`src/rtl/pulse_sequencer.sv`:
```
// pulse_sequencer: per-period scheduler producing RF gate, receiver blank and sync from shadowed pulse_control settings.
// Define PULSE_SEQ_PHASE_EN to enable the mod-4 phase-cycling counter on the phase port.
module pulse_sequencer #(
  parameter int PER_W = 24,
  parameter int SEG_W = 16
) (
  input  logic             clk,
  input  logic             rst_n,
  input  logic [PER_W-1:0] per,
  input  logic [SEG_W-1:0] p1wid,
  input  logic [SEG_W-1:0] del,
  input  logic [SEG_W-1:0] p2wid,
  input  logic [7:0]       cp,
  input  logic [7:0]       nut_w,
  input  logic [SEG_W-1:0] nut_d,
  input  logic             pu,
  input  logic             bl,
  input  logic [7:0]       p_bl,
  input  logic             rxd,
  output logic             pulse,
  output logic             blank,
  output logic             sync,
  output logic             busy,
  output logic [1:0]       phase
);
  localparam int LEN_W = SEG_W + 1;

  typedef enum logic [2:0] {
    S_IDLE, S_NUT, S_NGAP, S_P1, S_GAP1, S_P2, S_GAP2, S_HOLD
  } state_t;

  state_t           r_state, w_state_nxt, w_chain_state;
  logic [LEN_W-1:0] r_seg, w_seg_nxt, w_chain_len;
  logic [7:0]       r_rep, w_rep_nxt, w_chain_rep;
  logic             w_chain_done;

  logic [PER_W-1:0] r_cnt, r_per_sh, w_per_eff;
  logic [SEG_W-1:0] r_p1_sh, r_del_sh, r_p2_sh, r_nd_sh;
  logic [7:0]       r_cp_sh, r_nw_sh, r_pbl_sh, r_hcnt;
  logic             r_pu_sh, r_bl_sh, r_win;
  logic             r_pulse, r_blank, r_sync;

  logic [SEG_W-1:0] w_p1, w_del, w_p2, w_nd;
  logic [7:0]       w_cp, w_nw;
  logic             w_start, w_halt, w_force0;
  logic             w_pul_cur, w_p2_any, w_more;
  logic             w_pulse_d, w_blank_d, w_sync_d;

  assign w_halt    = (r_cnt == '0) && (per == '0);
  assign w_start   = (r_cnt == '0) && (per != '0) && !rxd;
  assign w_force0  = rxd || w_halt || w_start;
  assign w_per_eff = w_start ? per : r_per_sh;

  // At period start the shadows are loading this edge, so the chain must see the live inputs.
  assign w_p1  = w_start ? p1wid : r_p1_sh;
  assign w_del = w_start ? del   : r_del_sh;
  assign w_p2  = w_start ? p2wid : r_p2_sh;
  assign w_nd  = w_start ? nut_d : r_nd_sh;
  assign w_cp  = w_start ? cp    : r_cp_sh;
  assign w_nw  = w_start ? nut_w : r_nw_sh;

  always_ff @(posedge clk) begin
    if (!rst_n) begin
      r_state <= S_IDLE;
      r_seg   <= '0;
      r_rep   <= '0;
    end else begin
      r_state <= w_state_nxt;
      r_seg   <= w_seg_nxt;
      r_rep   <= w_rep_nxt;
    end
  end

  // Walk forward past zero-length segments so they cost no cycles; the chain is at most six steps long.
  always_comb begin
    w_chain_state = w_start ? S_IDLE : r_state;
    w_chain_rep   = w_start ? '0 : r_rep;
    w_chain_len   = '0;
    w_chain_done  = 1'b0;
    for (int unsigned i = 0; i < 8; i++) begin
      if (!w_chain_done) begin
        case (w_chain_state)
          S_IDLE: w_chain_state = S_NUT;
          S_NUT:  w_chain_state = S_NGAP;
          S_NGAP: w_chain_state = S_P1;
          S_P1:   w_chain_state = S_GAP1;
          S_GAP1: begin
            if ((w_cp == '0) || ((w_p2 == '0) && (w_del == '0))) begin
              w_chain_state = S_HOLD;
            end else begin
              w_chain_state = S_P2;
              w_chain_rep   = w_cp - 8'd1;
            end
          end
          S_P2:   w_chain_state = (w_chain_rep == '0) ? S_HOLD : S_GAP2;
          S_GAP2: begin
            w_chain_state = S_P2;
            w_chain_rep   = w_chain_rep - 8'd1;
          end
          default: w_chain_state = S_HOLD;
        endcase
        case (w_chain_state)
          S_NUT:   w_chain_len = LEN_W'(w_nw);
          S_NGAP:  w_chain_len = (w_nw != '0) ? LEN_W'(w_nd) : '0;
          S_P1:    w_chain_len = LEN_W'(w_p1);
          S_GAP1:  w_chain_len = (w_cp != '0) ? LEN_W'(w_del) : '0;
          S_P2:    w_chain_len = LEN_W'(w_p2);
          S_GAP2:  w_chain_len = {w_del, 1'b0};
          default: w_chain_len = '0;
        endcase
        w_chain_done = (w_chain_state == S_HOLD) || (w_chain_len != '0);
      end
    end

    w_state_nxt = r_state;
    w_seg_nxt   = r_seg;
    w_rep_nxt   = r_rep;
    if (rxd || w_halt) begin
      w_state_nxt = S_IDLE;
      w_seg_nxt   = '0;
      w_rep_nxt   = '0;
    end else if (w_start || (busy && (r_seg == '0))) begin
      w_state_nxt = w_chain_state;
      w_seg_nxt   = (w_chain_len == '0) ? '0 : w_chain_len - LEN_W'(1);
      w_rep_nxt   = w_chain_rep;
    end else if (busy) begin
      w_seg_nxt   = r_seg - LEN_W'(1);
    end
  end

  always_comb begin
    w_pul_cur = (r_state == S_NUT) || (r_state == S_P2) || ((r_state == S_P1) && r_pu_sh);
    w_p2_any  = (r_cp_sh != '0) && (r_p2_sh != '0);
    case (r_state)
      S_NGAP:         w_more = (r_pu_sh && (r_p1_sh != '0)) || w_p2_any;
      S_P1, S_GAP1:   w_more = w_p2_any;
      S_GAP2:         w_more = w_p2_any;
      default:        w_more = 1'b0;
    endcase
    // Blank spans the whole pulse train; the hold-off only counts once no pulse remains.
    w_pulse_d = !w_force0 && w_pul_cur;
    w_blank_d = !w_force0 && r_bl_sh &&
                (w_pul_cur || (r_win && (w_more || (r_hcnt < r_pbl_sh))));
    w_sync_d  = w_start;
  end

  always_ff @(posedge clk) begin
    if (!rst_n) begin
      r_cnt    <= '0;
      r_per_sh <= '0;
      r_p1_sh  <= '0;
      r_del_sh <= '0;
      r_p2_sh  <= '0;
      r_cp_sh  <= '0;
      r_nw_sh  <= '0;
      r_nd_sh  <= '0;
      r_pu_sh  <= 1'b0;
      r_bl_sh  <= 1'b0;
      r_pbl_sh <= '0;
      r_pulse  <= 1'b0;
      r_blank  <= 1'b0;
      r_sync   <= 1'b0;
      r_win    <= 1'b0;
      r_hcnt   <= '0;
    end else begin
      if (rxd || w_halt || (r_cnt == w_per_eff - PER_W'(1))) r_cnt <= '0;
      else                                                    r_cnt <= r_cnt + PER_W'(1);
      if (w_start) begin
        r_per_sh <= per;
        r_p1_sh  <= p1wid;
        r_del_sh <= del;
        r_p2_sh  <= p2wid;
        r_cp_sh  <= cp;
        r_nw_sh  <= nut_w;
        r_nd_sh  <= nut_d;
        r_pu_sh  <= pu;
        r_bl_sh  <= bl;
        r_pbl_sh <= p_bl;
      end
      r_pulse <= w_pulse_d;
      r_blank <= w_blank_d;
      r_sync  <= w_sync_d;
      r_win   <= w_force0 ? 1'b0 : (r_win | w_pul_cur);
      if (w_force0 || w_pul_cur) r_hcnt <= '0;
      else if (r_hcnt != '1)     r_hcnt <= r_hcnt + 8'd1;
    end
  end

  assign pulse = r_pulse;
  assign blank = r_blank;
  assign sync  = r_sync;
  assign busy  = (r_state != S_IDLE) && (r_state != S_HOLD);

`ifdef PULSE_SEQ_PHASE_EN
  logic [1:0] r_phase;
  always_ff @(posedge clk) begin
    if (!rst_n)       r_phase <= '0;
    else if (rxd)     r_phase <= '0;
    else if (w_start) r_phase <= r_phase + 2'd1;
  end
  assign phase = r_phase;
`else
  assign phase = 2'b00;
`endif

endmodule
```
`config.mk`:
```
export PLATFORM = sky130hd
export DESIGN_NAME = pulse_sequencer
export DESIGN_NICKNAME = d
export VERILOG_FILES = /design/src/rtl/pulse_sequencer.sv
export SDC_FILE = /design/constraint.sdc
export NUM_CORES = 1
export LEC_CHECK = 0
export CAP_MARGIN = 10
export CELL_PAD_IN_SITES_DETAIL_PLACEMENT = 0
export CELL_PAD_IN_SITES_GLOBAL_PLACEMENT = 1
export CORE_UTILIZATION = 25
export DETAILED_ROUTE_END_ITERATION = 16
export PLACE_DENSITY = 0.63
export SLEW_MARGIN = 5
export SYNTH_ARGS = -nofsm -noshare
export SYNTH_HDL_FRONTEND = slang
export SYNTH_SLANG_ARGS = --single-unit
export TNS_END_PERCENT = 100
```
`constraint.sdc`:
```
create_clock -name clk -period 15.1 [get_ports clk]
set_input_delay 3.02 -clock clk [delete_from_list [all_inputs] [get_ports clk]]
set_output_delay 3.02 -clock clk [all_outputs]
set_load 0.005 [all_outputs]
```
==> results of run 1 <==
==> worst reg2reg max path, delay by kind of cell (launching register included) <==
family | cells | cell delay (ns)
compound gates | 13 | 3.67
fa+ha+maj | 4 | 0.76
simple gates | 14 | 4.92
xor+xnor | 1 | 0.19
buf+inv | 10 | 1.57
flops | 1 | 0.38
==> per-layer routing <==
layer | global-route usage | vias to the layer above | part of all wire
met2 | 0.408 | 1043 | 0.44
li1 | - | 9605 | -
met1 | 0.350 | 10415 | 0.44
met5 | 0 | - | 0
met4 | 0.0913 | 0 | 0.036
met3 | 0.0601 | 202 | 0.083
==> layout make-up <==
cell class | count | area (um^2)
clock inverters | 15 | 209
fillers | 7835 | 50100
repair buffers | 243 | 2140
flip-flops and latches | 178 | 3560
well taps | 950 | 1190
clock buffers | 17 | 425
inverters | 38 | 143
multi-input cells | 2118 | 13600
==> kinds of logic after synthesis <==
group           synth area share
simple gates               0.320
compound gates             0.291
buf+inv                   0.0477
flops                      0.198
mux                       0.0702
xor+xnor                  0.0511
fa+ha+maj                 0.0222
other cells             0.000208
==> metrics by stage <==
step,worst slack [ns],total power [mW],util,instance area [um^2],hold slack (ns)
4_1_cts,0.817,2.00,0.298,21300,0.458
2_1_floorplan,0.00835,1.12,-,18000,0.425
3_5_place_dp,0.319,1.49,0.289,20700,0.443
6_report,1.04,2.02,0.299,21300,0.457
5_1_grt,0.261,2.11,0.299,21300,0.477
3_3_place_gp,0.411,1.49,0.289,20700,0.437
==> final timing paths <==
path / endpoint / startpoint / depth (start not counted) / slack, ns
worst max-delay path: r_rep[3] / per[5] / 39 / 1.04
worst min-delay path: r_win / r_win / 2 / 0.46
worst max register to register: r_rep[3] / r_cnt[0] / 42 / 3.52
worst min register to register: r_win / r_win / 2 / 0.46
==> state kept, by name, summed over array words and instances (netlist names), 3 cells and up <==
register and flops:
r_cnt 24, r_cp_sh 8, r_del_sh 16, r_hcnt 8, r_nd_sh 16, r_nw_sh 8
r_p1_sh 16, r_p2_sh 16, r_pbl_sh 8, r_per_sh 24, r_rep 8, r_seg 17
r_state 3
==> cell usage in the layout (no fill, tap or decap), types with 40 or more instances in the layout <==
cell type | netlist | layout
nand2_1 | 300 | 300
nor2_1 | 227 | 226
dfxtp_1 | 178 | 178
a21oi_1 | 139 | 138
o21ai_0 | 126 | 125
buf_4 | 9 | 120
clkdlybuf4s50_1 | 0 | 119
mux2i_1 | 115 | 115
nand3_1 | 88 | 88
nor3_1 | 88 | 85
nor2b_1 | 84 | 84
xnor2_1 | 62 | 62
nand4_1 | 60 | 60
a211oi_1 | 49 | 48
nor4_1 | 47 | 46
xor2_1 | 43 | 43
and2_1 | 40 | 40
==> power by group through the flow <==
stage	Clock, mW	Sequential (mW)	Combinational, mW
finish	0.512	0.527	0.985
global route	0.539	0.529	1.04
CTS	0.522	0.525	0.958
detailed placement	0	0.536	0.953
global placement	0	0.536	0.958
floorplan	0	0.523	0.592
==> results.rst, run 1 <==
.. list-table::
   :header-rows: 1

   * - Metric
     - Value
   * - Worst-path cell with the longest stage delay
     - o2111ai_2
   * - Synth warn
     - 0
   * - Clock Pin Slew Worst Setup and Hold Paths
     - around 0.090 ns
   * - Number of flops mapped to enable cells by yosys
     - 0
   * - Horizontal die dimension
     - 270 um
   * - Synth unique cells
     - 111
   * - Maximum clock skew at final layout
     - approximately 0.018 ns
   * - Final antenna diode count
     - 0
   * - Count of vias placed by the detailed router
     - about 21000
   * - Total detailed-routing wirelength
     - 98000 um
   * - Cell-internal power
     - 1.06 mW
   * - Global router's overall resource usage
     - 0.261
   * - Relative contribution of the clock network to total power
     - 0.253
   * - Share of the synthesized area in the top cell type
     - 0.198
   * - Critical path fanouts, max
     - 13
   * - Fraction of final layout cells sized beyond drive strength 1
     - 0.0997
   * - Share of total power consumed by net switching
     - 0.478
   * - Number of nets still failing antenna checks after routing
     - 0
   * - Worst vdd rail ir drop
     - a little under 70 uV
   * - DRC marker count from the first detailed-route iteration
     - between 2000 and 2500
   * - Buffers & Inverters on Critical Path
     - 8
   * - Initial standard-cell utilization of the core
     - 0.252
   * - Maximum number of pins on one net before global-route repair
     - approximately 130
   * - P per Cell Area
     - 95.0 nW/um^2
   * - Average cell area after synthesis
     - slightly above 7 um^2
   * - Dominant synthesized flop cell
     - dfxtp_1
   * - Clock network latency to the later pin of the worst-skew pair
     - ~0.52 ns
   * - Combinational group share of total power
     - 0.487
   * - Num ports
     - 123
   * - Via count of the first global-routing pass
     - between 20000 and 25000
   * - Startpoint type of the worst setup path
     - input port
   * - GR Overflow Total
     - 0
   * - Count of final hold-check violations
     - 0
   * - Nets@finish
     - around 2700
   * - Leading cell types by count after synthesis
     - 300 x nand2_1, 227 x nor2_1, 178 x dfxtp_1
   * - Detailed-routing iteration count for the pre-antenna-repair pass
     - 6
   * - Most common cell in the netlist
     - nand2_1
   * - Switching power total
     - a little under 1 mW
   * - Status
     - completed
   * - Area contributors post-synth
     - dfxtp_1 20%, mux2i_1 6.4%, nand2_1 6.3%
   * - Crit-path leading delay family
     - simple AND/OR/NAND/NOR gates
   * - Crit path DAT
     - 14.49 ns
   * - Per-cell via count in the routed design
     - about 6.0
   * - Die footprint
     - 73100 um^2
   * - Post-DP HPWL
     - slightly below 80000 um
   * - Floorplan Core Area
     - roughly 71000 um^2
   * - Tightest Pin Transition
     - roughly 1.3 ns
   * - Count of hold buffers inserted by post-cts repair
     - 0
   * - Post-CTS Repair Setup Buffers
     - 0
   * - Post-synthesis cell type with the largest combined area
     - dfxtp_1
   * - CP Class
     - input port to flop
   * - Part of the power in registers
     - 0.260
   * - TritonCTS Buffers
     - 17
   * - Count of standard-cell rows
     - between 90 and 100
   * - H-tree depth
     - 4
   * - Maximum clock path buffer count
     - 2
   * - Number of standard cells after synthesis
     - around 2500
   * - Count of final max-slew check failures
     - 0
   * - Required time at the worst-slack endpoint
     - around 16 ns
   * - Global-route wire length before repair
     - roughly 140000 um
   * - Lkg Pwr
     - 7.75 nW
   * - Number of endpoints failing setup at the final stage
     - 0
   * - Critical Path Sink Type
     - flop
   * - Layout-stage area growth over the synthesis result
     - 18.4%
   * - Period utilisation layout
     - 0.931
   * - Number of max-cap violations
     - 0
   * - Cells after DPL
     - ~3500
   * - Cell Area, Synth
     - between 15000 and 20000 um^2
   * - Post-layout min period
     - between 10 and 15 ns
   * - Clock sink count
     - 178
   * - Root buffer cell
     - clkbuf_16
   * - Highest attainable clock frequency
     - ~70 MHz
   * - Aggregate negative setup slack
     - 0 ns
   * - Asr flop ratio synth
     - 0
   * - Final cell count without fillers
     - 3559
   * - Path category of the worst min-delay check
     - flop to flop
   * - Clock tree from TritonCTS
     - done
   * - Weighted congestion at the end of routability-driven global placement
     - between 0.9 and 1
   * - Number of antenna violations at the first check in global routing
     - 2
   * - Part of the Yosys area used for sequential elements
     - 0.198
   * - Yosys reg bits
     - between 150 and 200
   * - Number of port buffers
     - 120
   * - CP dominant cell by count
     - inv_1
   * - Die Y
     - 270 um
   * - Setup repair after global routing missed its margin
     - no
   * - Average wire length per cell after detail routing
     - around 28 um
   * - Longest individual stage delay on the worst path
     - approximately 0.84 ns
   * - Number of gates given a new drive strength after cts
     - 0
   * - Worst slew margin
     - 0.0996
   * - DRC violations left
     - 0
No activity file was read; power rests on OpenSTA's default activity.
==> run 2, diff against run 1 <==
Settings changed: MAX_ROUTING_LAYER set to met4.
==> run 2 against run 1 <==
Effect of this change:
- cell area down 0.11%
- total power down 0.78%
- hold slack worse by 0.0068 ns
- non-clock buffer count down 1
- clock-buffer cell count up 1
- worst setup slack worse by 0.13 ns
- first-iteration DRC count up 0.33%
- clock skew up 0.0053 ns
- die area unchanged
==> results.rst, run 2 (synthesized netlist as in run 1, its figures left out) <==
.. list-table::
   :header-rows: 1

   * - Metric
     - Value
   * - Status
     - completed
   * - Routed metal-1 wire length
     - 43500 um (+0.70%)
   * - Die footprint
     - 73100 um^2 (unchanged)
   * - H-tree depth
     - 4 (unchanged)
   * - Final cell count without fillers
     - 3560 (+0.028%)
   * - GR Overflow Total
     - 0 (unchanged)
   * - Per-cell via count in the routed design
     - 5.97 (-0.14%)
   * - Initial standard-cell utilization of the core
     - 0.252 (unchanged)
   * - Lkg Pwr
     - 7.73 nW (-0.18%)
   * - Layout-stage area growth over the synthesis result
     - 18.2%
   * - Global router's overall resource usage
     - 0.271 (+0.00984)
   * - Post-CTS Repair Setup Buffers
     - 0 (unchanged)
   * - Total detailed-routing wirelength
     - 98500 um (+0.51%)
   * - Cells after DPL
     - 3525 (+0.028%)
   * - Clock sink count
     - 178 (unchanged)
   * - Maximum clock path buffer count
     - 2 (unchanged)
   * - Fill cells
     - 7824 (-0.14%)
   * - Total power
     - 2.01 mW (-0.78%)
   * - Most common cell after layout, fill and taps aside
     - nand2_1
   * - Path category of the worst min-delay check
     - flop to flop
   * - DRC violations left
     - 0 (unchanged)
   * - Die Y
     - 270 um (unchanged)
   * - Count of final hold-check violations
     - 0 (unchanged)
   * - Critical path fanouts, max
     - 13 (unchanged)
   * - DRC marker count from the first detailed-route iteration
     - 2419 (+0.33%)
   * - Period utilisation layout
     - 0.939 (+0.00846)
   * - Nets@finish
     - 2744 (-0.036%)
   * - Core Util, Final
     - 0.298 (-0.000333)
   * - Top Registers
     - r_cnt (24), r_per_sh (24), r_seg (17)
   * - Clock tree from TritonCTS
     - done
   * - Number of port buffers
     - 120 (unchanged)
   * - Met2 WL post-DR
     - 43200 um (+0.29%)
   * - Number of endpoints failing setup at the final stage
     - 0 (unchanged)
   * - Worst-path cell with the longest stage delay
     - or4_1
   * - Crit path DAT
     - 14.57 ns (+0.08 ns)
   * - Via count of the first global-routing pass
     - 20311 (+0.14%)
   * - Average wire length per cell after detail routing
     - 27.7 um (+0.48%)
   * - Required time at the worst-slack endpoint
     - 15.49 ns (-0.04 ns)
   * - Number of antenna violations at the first check in global routing
     - 2 (unchanged)
   * - Highest metal layer with signal wires
     - met4
   * - Startpoint type of the worst setup path
     - input port
   * - Fraction of final layout cells sized beyond drive strength 1
     - 0.0997 (about the same)
   * - Count of hold buffers inserted by post-cts repair
     - 0 (unchanged)
   * - Setup repair after global routing missed its margin
     - no
   * - Maximum clock skew at final layout
     - 0.0236 ns (+0.00527 ns)
   * - Horizontal die dimension
     - 270 um (unchanged)
   * - Number of gates given a new drive strength after cts
     - 0 (unchanged)
   * - Critical Path Sink Type
     - flop
   * - P per Cell Area
     - 94.3 nW/um^2 (-0.66%)
   * - Count of standard-cell rows
     - 98 (unchanged)
   * - Post-layout min period
     - 14.18 ns (+0.128 ns)
   * - Clock network latency to the later pin of the worst-skew pair
     - 0.50 ns (-0.02 ns)
   * - Detailed-routing iteration count for the pre-antenna-repair pass
     - 8 (+2)
   * - Count of vias placed by the detailed router
     - 21242 (-0.11%)
   * - Num ports
     - 123 (unchanged)
   * - CP Class
     - input port to flop
   * - Total met3 wirelength after detailed routing
     - 8450 um (+3.9%)
   * - Weighted congestion at the end of routability-driven global placement
     - 0.996 (+1.3%)
   * - Longest individual stage delay on the worst path
     - 0.57 ns (-0.27 ns)
   * - Global-route wire length before repair
     - 143000 um (+0.43%)
   * - Worst slew margin
     - 0.151 (+0.0515)
   * - TritonCTS Buffers
     - 17 (unchanged)
   * - CP dominant cell by count
     - inv_1
   * - Number of nets still failing antenna checks after routing
     - 0 (unchanged)
   * - Crit-path leading delay family
     - simple AND/OR/NAND/NOR gates
   * - Floorplan Core Area
     - 71400 um^2 (unchanged)
   * - Most frequent cells in the layout
     - 300 x nand2_1, 226 x nor2_1, 178 x dfxtp_1, 138 x a21oi_1, 125 x o21ai_0
   * - Aggregate negative setup slack
     - 0 ns (unchanged)
   * - Post-DP HPWL
     - 78900 um (+0.97%)
   * - Tightest Pin Transition
     - 1.24 ns (-0.109 ns)
   * - Highest attainable clock frequency
     - 70.5 MHz (-0.90%)
   * - Count of final max-slew check failures
     - 0 (unchanged)
   * - Worst vdd rail ir drop
     - 50.8 uV (-27%)
   * - Clock Pin Slew Worst Setup and Hold Paths
     - 0.08 ns (about the same)
   * - Maximum number of pins on one net before global-route repair
     - 133 (unchanged)
   * - Number of max-cap violations
     - 0 (unchanged)
   * - Buffers & Inverters on Critical Path
     - 8 (unchanged)
   * - Root buffer cell
     - clkbuf_16
## run 2: changes by cell type in the layout (fill, tap and decap cells not counted)
| cell | change |
|---|---|
| diode_2 | +2 |
| buf_12 | -1 |
| inv_12 | -5 |
| inv_6 | +1 |
| mux2i_2 | +1 |
| clkbuf_8 | +1 |
| a2111oi_1 | -1 |
| mux2i_1 | -1 |
| clkinv_4 | +2 |
| a2111oi_0 | +1 |
| bufinv_16 | +1 |
## run 2: per-layer routing
| layer | vias to the layer above | global-route usage |
|---|---|---|
| li1 | 9616 | - |
| met1 | 10395 | 0.355 |
| met2 | 1053 | 0.405 |
| met3 | 178 | 0.0631 |
| met4 | 0 | 0.0940 |
| met5 | - | - |
## run 2: metrics by stage
step | cell area [um^2] | hold WS [ns] | setup slack (ns)
3_5_place_dp | 20700 | 0.440 | 0.686
2_1_floorplan | 18000 | 0.425 | 0.00835
4_1_cts | 21300 | 0.452 | 1.16
6_report | 21300 | 0.450 | 0.917
3_3_place_gp | 20700 | 0.439 | 0.964
5_1_grt | 21300 | 0.481 | 0.173
## run 2: final cells by class
type                       instances  area, um^2  area share
inverter                          38         143     0.00670
antenna                            2        5.00    0.000235
multi-input combinational       2118       13600       0.641
sequential                       178        3560       0.167
tap                              950        1190      0.0558
clock inverter                    14         184     0.00864
clock buffer                      18         439      0.0206
timing repair buffer             242        2120      0.0997
## run 2: worst min-delay path: stages (launching register included)
cell	delay, ns
dfxtp_1	0.30
inv_1	0.04
a21oi_1	0.06
## run 2: final timing paths
path | slack [ns] | from | cells after the start | endpoint
max | 0.92 | per[5] | 40 | r_rep[3]
min | 0.45 | r_win | 2 | r_win
max reg2reg | 3.38 | r_cnt[1] | 41 | r_rep[3]
min reg2reg | 0.45 | r_win | 2 | r_win
## run 2: power breakdown
part           switching, mW  leakage (nW)  internal, mW
combinational          0.658          5.97         0.328
sequential            0.0302          1.46         0.497
clock                  0.252         0.304         0.244
total                  0.940          7.73          1.07
